<file path="src/rtl/vga_image_window_if.sv">
// Memory read bus between the image window and the frame/data memory.
//   master : drives mem_addr/mem_rd, receives data_rgb/data_gray
//   slave  : the memory side
//   mem_addr  [ADDR_W] read address
//   mem_rd    [1]      read strobe
//   data_rgb  [24]     RGB888 read data
//   data_gray [32]     four packed 8-bit gray pixels, byte 0 in the LSBs
interface vga_image_window_if #(
    parameter int unsigned ADDR_W = 16
);
    logic [ADDR_W-1:0] mem_addr;
    logic              mem_rd;
    logic [23:0]       data_rgb;
    logic [31:0]       data_gray;

    modport master (
        output mem_addr,
        output mem_rd,
        input  data_rgb,
        input  data_gray
    );

    modport slave (
        input  mem_addr,
        input  mem_rd,
        output data_rgb,
        output data_gray
    );
endinterface

</file>
<file path="src/rtl/vga_image_window.sv">
// Pipelined pixel-colour generator: places an IMG_W x IMG_H image at (WIN_X0, WIN_Y0) with
// 2^SCALE_LOG2 replication, issues memory reads and aligns returned data with the beam.
// Rendering mode (solid / RGB888 / 8-bit gray) is latched once per frame at (0,0).
// Optional build macro: VGA_WIN_BORDER_EN draws a one-pixel white border around the window.
// Ports:
//   i_clk, i_reset_n          pixel clock, async active-low reset
//   i_x, i_y, i_video_on      beam position and active-region flag
//   i_mode                    0 solid, 1 RGB888, 2 gray, 3 treated as solid
//   mem_if (master)           read address/strobe out, read data in
//   o_red/o_green/o_blue      registered colour, RD_LAT+1 cycles after x/y
//   o_de_out                  video_on aligned with the colour
//   o_frame_cnt               frames since reset (wraps)
module vga_image_window #(
    parameter int              WIN_X0     = 200,
    parameter int              WIN_Y0     = 120,
    parameter int              IMG_W      = 256,
    parameter int              IMG_H      = 256,
    parameter int unsigned     SCALE_LOG2 = 0,
    parameter int unsigned     RD_LAT     = 1,
    parameter int unsigned     ADDR_W     = 16,
    parameter logic [23:0]     SOLID_RGB  = 24'h6296A1
) (
    input  logic                i_clk,
    input  logic                i_reset_n,
    input  logic [9:0]          i_x,
    input  logic [9:0]          i_y,
    input  logic                i_video_on,
    input  logic [1:0]          i_mode,
    vga_image_window_if.master  mem_if,
    output logic [7:0]          o_red,
    output logic [7:0]          o_green,
    output logic [7:0]          o_blue,
    output logic                o_de_out,
    output logic [7:0]          o_frame_cnt
);

    localparam int WW = IMG_W << SCALE_LOG2;
    localparam int WH = IMG_H << SCALE_LOG2;

    localparam logic [1:0] ModeSolid = 2'd0;
    localparam logic [1:0] ModeRgb   = 2'd1;
    localparam logic [1:0] ModeGray  = 2'd2;

    typedef struct packed {
        logic       win;
        logic       von;
        logic       border;
        logic [1:0] mode;
        logic [1:0] sel;
    } pipe_t;

    logic [1:0]        r_mode;
    logic [7:0]        r_frame_cnt;
    logic [ADDR_W-1:0] r_mem_addr;
    logic              r_mem_rd;
    pipe_t             r_pipe [0:RD_LAT];
    logic [23:0]       r_rgb;
    logic              r_de;

    int                w_xi;
    int                w_yi;
    int                w_u;
    int                w_v;
    int                w_idx;
    logic              w_frame_start;
    logic [1:0]        w_mode_in;
    logic [1:0]        w_mode_eff;
    logic              w_in_win;
    logic              w_border;
    logic              w_rd;
    logic [ADDR_W-1:0] w_addr;
    logic [1:0]        w_sel;
    pipe_t             w_stage0;
    pipe_t             w_tail;
    logic [7:0]        w_gray;
    logic [23:0]       w_rgb;

    // Stage 0: window test and address generation
    always_comb begin
        w_xi          = {22'd0, i_x};
        w_yi          = {22'd0, i_y};
        w_frame_start = (i_x == 10'd0) && (i_y == 10'd0);
        w_mode_in     = (i_mode == 2'd3) ? ModeSolid : i_mode;
        // The frame's first pixel already renders with the newly latched mode
        w_mode_eff    = w_frame_start ? w_mode_in : r_mode;
        w_in_win      = i_video_on &&
                        (w_xi >= WIN_X0) && (w_xi < WIN_X0 + WW) &&
                        (w_yi >= WIN_Y0) && (w_yi < WIN_Y0 + WH);
        w_u           = (w_xi - WIN_X0) >>> SCALE_LOG2;
        w_v           = (w_yi - WIN_Y0) >>> SCALE_LOG2;
        w_idx         = w_v * IMG_W + w_u;
        w_sel         = 2'(w_idx);
        w_rd          = w_in_win && ((w_mode_eff == ModeRgb) || (w_mode_eff == ModeGray));
        w_addr        = (w_mode_eff == ModeGray) ? ADDR_W'(w_idx >>> 2) : ADDR_W'(w_idx);
`ifdef VGA_WIN_BORDER_EN
        // Ring one pixel outside the window; the window itself is excluded
        w_border      = i_video_on && !w_in_win &&
                        (w_xi >= WIN_X0 - 1) && (w_xi <= WIN_X0 + WW) &&
                        (w_yi >= WIN_Y0 - 1) && (w_yi <= WIN_Y0 + WH);
`else
        w_border      = 1'b0;
`endif
        w_stage0.win    = w_in_win;
        w_stage0.von    = i_video_on;
        w_stage0.border = w_border;
        w_stage0.mode   = w_mode_eff;
        w_stage0.sel    = w_sel;
    end

    // Frame latch and counter
    always_ff @(posedge i_clk or negedge i_reset_n) begin
        if (!i_reset_n) begin
            r_mode      <= ModeSolid;
            r_frame_cnt <= 8'd0;
        end else if (w_frame_start) begin
            r_mode      <= w_mode_in;
            r_frame_cnt <= r_frame_cnt + 8'd1;
        end
    end

    // Address register holds its last value when no read is issued
    always_ff @(posedge i_clk or negedge i_reset_n) begin
        if (!i_reset_n) begin
            r_mem_addr <= '0;
            r_mem_rd   <= 1'b0;
        end else begin
            r_mem_rd <= w_rd;
            if (w_rd) begin
                r_mem_addr <= w_addr;
            end
        end
    end

    // r_pipe[0] is aligned with mem_addr; r_pipe[RD_LAT] is aligned with returned data
    always_ff @(posedge i_clk or negedge i_reset_n) begin
        if (!i_reset_n) begin
            for (int i = 0; i <= int'(RD_LAT); i++) begin
                r_pipe[i] <= '0;
            end
        end else begin
            r_pipe[0] <= w_stage0;
            for (int i = 1; i <= int'(RD_LAT); i++) begin
                r_pipe[i] <= r_pipe[i-1];
            end
        end
    end

    // Output stage
    always_comb begin
        w_tail = r_pipe[RD_LAT];
        w_gray = mem_if.data_gray[{w_tail.sel, 3'b000} +: 8];
        w_rgb  = 24'h000000;
        if (w_tail.von) begin
            if (w_tail.border) begin
                w_rgb = 24'hFFFFFF;
            end else if (w_tail.win) begin
                case (w_tail.mode)
                    ModeRgb:  w_rgb = mem_if.data_rgb;
                    ModeGray: w_rgb = {w_gray, w_gray, w_gray};
                    default:  w_rgb = SOLID_RGB;
                endcase
            end
        end
    end

    always_ff @(posedge i_clk or negedge i_reset_n) begin
        if (!i_reset_n) begin
            r_rgb <= 24'h000000;
            r_de  <= 1'b0;
        end else begin
            r_rgb <= w_rgb;
            r_de  <= w_tail.von;
        end
    end

    assign mem_if.mem_addr = r_mem_addr;
    assign mem_if.mem_rd   = r_mem_rd;
    assign o_red           = r_rgb[23:16];
    assign o_green         = r_rgb[15:8];
    assign o_blue          = r_rgb[7:0];
    assign o_de_out        = r_de;
    assign o_frame_cnt     = r_frame_cnt;

endmodule

</file>
<file path="src/flat_wrapper.sv">
// flat-port wrapper written by rule: the top's interface ports become plain ports
module vga_image_window_flat 
#(
    parameter int              WIN_X0     = 200,
    parameter int              WIN_Y0     = 120,
    parameter int              IMG_W      = 256,
    parameter int              IMG_H      = 256,
    parameter int unsigned     SCALE_LOG2 = 0,
    parameter int unsigned     RD_LAT     = 1,
    parameter int unsigned     ADDR_W     = 16,
    parameter logic [23:0]     SOLID_RGB  = 24'h6296A1
)
  (i_clk, i_reset_n, i_x, i_y, i_video_on, i_mode, o_red, o_green, o_blue, o_de_out, o_frame_cnt, mem_if_mem_addr, mem_if_mem_rd, mem_if_data_rgb, mem_if_data_gray);
  vga_image_window_if #(.ADDR_W(ADDR_W)) mem_if_i ();
  input  logic i_clk;
  input  logic i_reset_n;
  input  logic [9:0] i_x;
  input  logic [9:0] i_y;
  input  logic i_video_on;
  input  logic [1:0] i_mode;
  output logic [7:0] o_red;
  output logic [7:0] o_green;
  output logic [7:0] o_blue;
  output logic o_de_out;
  output logic [7:0] o_frame_cnt;
  output wire logic [$bits(mem_if_i.mem_addr)-1:0] mem_if_mem_addr;
  output wire logic [$bits(mem_if_i.mem_rd)-1:0] mem_if_mem_rd;
  input wire logic [$bits(mem_if_i.data_rgb)-1:0] mem_if_data_rgb;
  input wire logic [$bits(mem_if_i.data_gray)-1:0] mem_if_data_gray;
  assign mem_if_mem_addr = mem_if_i.mem_addr;
  assign mem_if_mem_rd = mem_if_i.mem_rd;
  assign mem_if_i.data_rgb = mem_if_data_rgb;
  assign mem_if_i.data_gray = mem_if_data_gray;
  vga_image_window #(.WIN_X0(WIN_X0), .WIN_Y0(WIN_Y0), .IMG_W(IMG_W), .IMG_H(IMG_H), .SCALE_LOG2(SCALE_LOG2), .RD_LAT(RD_LAT), .ADDR_W(ADDR_W), .SOLID_RGB(SOLID_RGB)) u_core (.i_clk(i_clk), .i_reset_n(i_reset_n), .i_x(i_x), .i_y(i_y), .i_video_on(i_video_on), .i_mode(i_mode), .mem_if(mem_if_i), .o_red(o_red), .o_green(o_green), .o_blue(o_blue), .o_de_out(o_de_out), .o_frame_cnt(o_frame_cnt));
endmodule
</file>
<file path="config.mk">
export PLATFORM = sky130hd
export DESIGN_NAME = vga_image_window_flat
export DESIGN_NICKNAME = d
export VERILOG_FILES = /design/src/rtl/vga_image_window_if.sv /design/src/rtl/vga_image_window.sv /design/src/flat_wrapper.sv
export SDC_FILE = /design/constraint.sdc
export NUM_CORES = 1
export LEC_CHECK = 0
export ABC_CLOCK_PERIOD_IN_PS = 4200
export BUFFER_PORTS_ARGS = -buffer_cell sky130_fd_sc_hd__buf_4
export CAP_MARGIN = 5
export CORE_MARGIN = 10
export CORE_UTILIZATION = 53
export DETAILED_ROUTE_END_ITERATION = 8
export MAX_ROUTING_LAYER = met4
export PLACE_DENSITY_LB_ADDON = 0.1
export SLEW_MARGIN = 20
export SYNTH_ARGS = -nofsm -noshare
export SYNTH_HDL_FRONTEND = slang
export SYNTH_SLANG_ARGS = --single-unit
</file>
<file path="constraint.sdc">
create_clock -name i_clk -period 4.2 [get_ports i_clk]
set_input_delay 0.21 -clock i_clk [delete_from_list [all_inputs] [get_ports i_clk]]
set_output_delay 0.21 -clock i_clk [all_outputs]
set_load 0.01 [all_outputs]
</file>
==> impl_results.md <==
- Cell count after synthesis: between 300 and 400
- Clk_skew: between 0.01 and 0.015 ns
- Number of diodes: 0
- Final cycle utilization of the critical path: 0.807
- Final setup vio count: 0
- WP data required: 4.43 ns
- Worst hold slack: about 0.12 ns
- Register area share after synthesis: 0.468
- Avg Cell Area, Syn: around 10 µm²
- Final Max Tran Viols: 0
- Number of global-route vias before repair: 2999
- Hold Path Class: input port to flop
- LEAKAGE: ~2.3 nW
- Placed cell count: slightly above 500
- Worst-Margin Slew: around 1.0 ns
- Total number of vias: between 2000 and 3000
- Total wire length: about 9400 µm
- Via-per-instance ratio: about 5.4
- Area grow syn2layout: 36.9%
- Worst setup path class: input port to flop
- Post-route cell area: roughly 4500 µm²
- Synth Flop Type: dfrtp_1
- Worst Setup Start Kind: input port
- RSZ-0062 raised after global routing: no
- TritonCTS Sinks: between 60 and 70
- Crit Path Max Fanout: 32
- Die X: 99.1 µm
- Relative slew slack: 0.332
- Worst path arrival time: roughly 3.6 ns
- H-tree depth: 3
- Post-synth top cells: dfrtp_1 (62), nand2_1 (51), a21oi_1 (36)
- Async set or reset register ratio after synthesis: 1.00
- Distinct cell type count after synthesis: 45
- Worst skew pair latency: about 0.34 ns
- Tot GR Track Use: 0.195
- Buffers added on ports: between 100 and 150
- TritonRoute pass-1 iters: 5
- DRC: 0
- Initial antenna violation count: 0
- YS warnings: 0
- Min cycle time layout: about 3.4 ns
- Max-cap viol count: 0
- TritonCTS clock tree: built
- Root buffer cell: clkbuf_8
- Share of the synthesized area in the top cell type: 0.468
- Full die area: around 10000 µm²
- Chip height: slightly below 100 µm
- Pin count of the biggest net entering global routing: 63
- Setup tns final: 0 ns
- Num rows: 28
- Netlist Area Pre-Place: 3310 µm²
- Gr ovfl total: 0
- Number of enable flip-flop cells after synthesis: 0
- Top achievable clock speed: 295 MHz
- Pwr/cell area: 336 nW/µm²
- I/O Pins: approximately 130
- Top post-synthesis cells by area: dfrtp_1 (47%), nand2_1 (5.8%), a21oi_1 (5.4%), mux4_2 (5.4%), ha_1 (5.3%)
- Post-DR wirelength/cell: around 18 µm
- First-pass GRT wire length: between 15000 and 20000 µm
- Synthesis-stage register bit count: just over 60
- Starting Density: 0.553
- Status: completed
- CTS clk-pin slew, worst paths: approximately 0.07 ns
- Filler Cell Count: 438
- Core ar.: roughly 6000 µm²
- Finished Layout Cells: 534
- GPL Wtd Cong: 0.862
- Max clock buf depth: 2
- Placed Area: roughly 4300 µm²
- Layout cells sized above 1: 0.359
- Hold_buf cts: 4
- Post CTS Setup Buffer Count: 0
- Leading area contributor after synthesis: dfrtp_1
- Fin nets: 550
- Top-count cell post-synth: dfrtp_1
- Post-CTS Resized: 0
- Initial DRC Count: between 100 and 150
- DP HPWL: 7660 µm
- Endpoint class of the critical path: flop
- Number of CTS-inserted buffers: 9
- Max rail drop VDD: 0.000234 V
- Final ANT Viol Nets: 0
- Final Hold Viols: 0
- Syn_nets: around 420
==> area by class of cell <==
| class | instances | area [µm²] | share of cell area |
|---|---|---|---|
| tap | 75 | 93.8 | 0.0207 |
| multi-input combinational | 233 | 1650 | 0.364 |
| timing repair buffer | 135 | 1020 | 0.226 |
| clock buffer | 10 | 128 | 0.0281 |
| sequential | 62 | 1550 | 0.342 |
| inverter | 13 | 48.8 | 0.0108 |
| clock inverter | 6 | 38.8 | 0.00855 |
==> metrics by stage <==
| step | power [mW] | utilization | worst slack, ns |
|---|---|---|---|
| 6_report | 1.53 | 0.757 | 0.812 |
| 5_1_grt | 1.60 | 0.757 | 0.414 |
| 4_1_cts | 1.53 | 0.757 | 0.773 |
| 3_5_place_dp | 1.09 | 0.723 | 0.885 |
| 3_3_place_gp | 1.08 | 0.723 | 0.949 |
| 2_1_floorplan | 0.880 | - | 1.51 |
==> flip-flops by register name, summed over array words and instances, names as in the netlist <==
signal	count
u_core.mem_if.mem_addr	16
u_core.mem_if.mem_rd	1
u_core.r_mode	2
u_core.o_frame_cnt	8
u_core.o_de_out	1
u_core.r_pipe	10
u_core.r_rgb	24
==> layout by cell type (no fill, tap or decap), drive strengths merged, types with 2 or more instances in the layout <==
master       instances
buf                131
dfrtp               62
nand2               51
a21oi               37
xnor2               19
o21ai               18
ha                  14
inv                 12
clkbuf              10
nor2                 9
nor3                 9
mux2i                8
mux4                 8
xor2                 8
nand3                7
nor2b                5
mux2                 5
clkinv               5
a31oi                4
dlygate4sd3          4
nor4                 3
nand4                3
and3                 3
nand2b               2
a41oi                2
a21o                 2
clkinvlp             2
o311ai               2
==> cells by family after synthesis <==
group / count (synthesis) / synth area share
compound gates: 74 / 0.136
xor+xnor: 27 / 0.0713
fa+ha+maj: 16 / 0.0619
buf+inv: 28 / 0.0332
flops: 62 / 0.468
mux: 21 / 0.0955
simple gates: 95 / 0.134
==> metal layers <==
| layer | GRT usage | vias up | routed length [µm] |
|---|---|---|---|
| li1 | - | 1405 | - |
| met1 | 0.222 | 1372 | 3940 |
| met2 | 0.329 | 115 | 4790 |
| met3 | 0.0314 | 15 | 499 |
| met4 | 0.0915 | 0 | 206 |
| met5 | - | - | 0 |
==> worst paths after layout <==
check | end | startpoint | cells after the start | slack [ns]
max in group asynchronous | u_core.o_frame_cnt[1]$_DFFE_PN0P_ | i_reset_n | 2 | 3.21
min in group asynchronous | u_core.r_rgb[6]$_DFF_PN0_ | i_reset_n | 2 | 0.48
setup reg to reg | u_core.mem_if.mem_addr[11]$_DFFE_PN0P_ | u_core.r_mode[1]$_DFF_PN0_ | 6 | 2.00
hold reg to reg | u_core.r_pipe[6]$_DFF_PN0_ | u_core.r_pipe[13]$_DFF_PN0_ | 0 | 0.36
hold / removal | u_core.r_rgb[1]$_DFF_PN0_ | mem_if_data_rgb[1] | 3 | 0.12
setup / recovery | u_core.mem_if.mem_addr[11]$_DFFE_PN0P_ | i_x[1] | 10 | 0.81
==> power by group <==
group          leakage [nW]  internal, mW  switching [mW]
Combinational          1.38         0.207           0.186
Clock                0.0820         0.211           0.233
Sequential            0.815         0.652          0.0356
Total                  2.28          1.07           0.455
==> worst max-delay path: stages <==
cell           delay (ns)
dlygate4sd3_1        0.54
buf_4                0.14
nor3_1               0.27
nand4_1              0.12
nor2_1               0.55
o21ai_0              0.23
ha_1                 0.32
nand2b_1             0.76
inv_1                0.15
mux2_2               0.31
No activity file was read; power rests on OpenSTA's default activity.
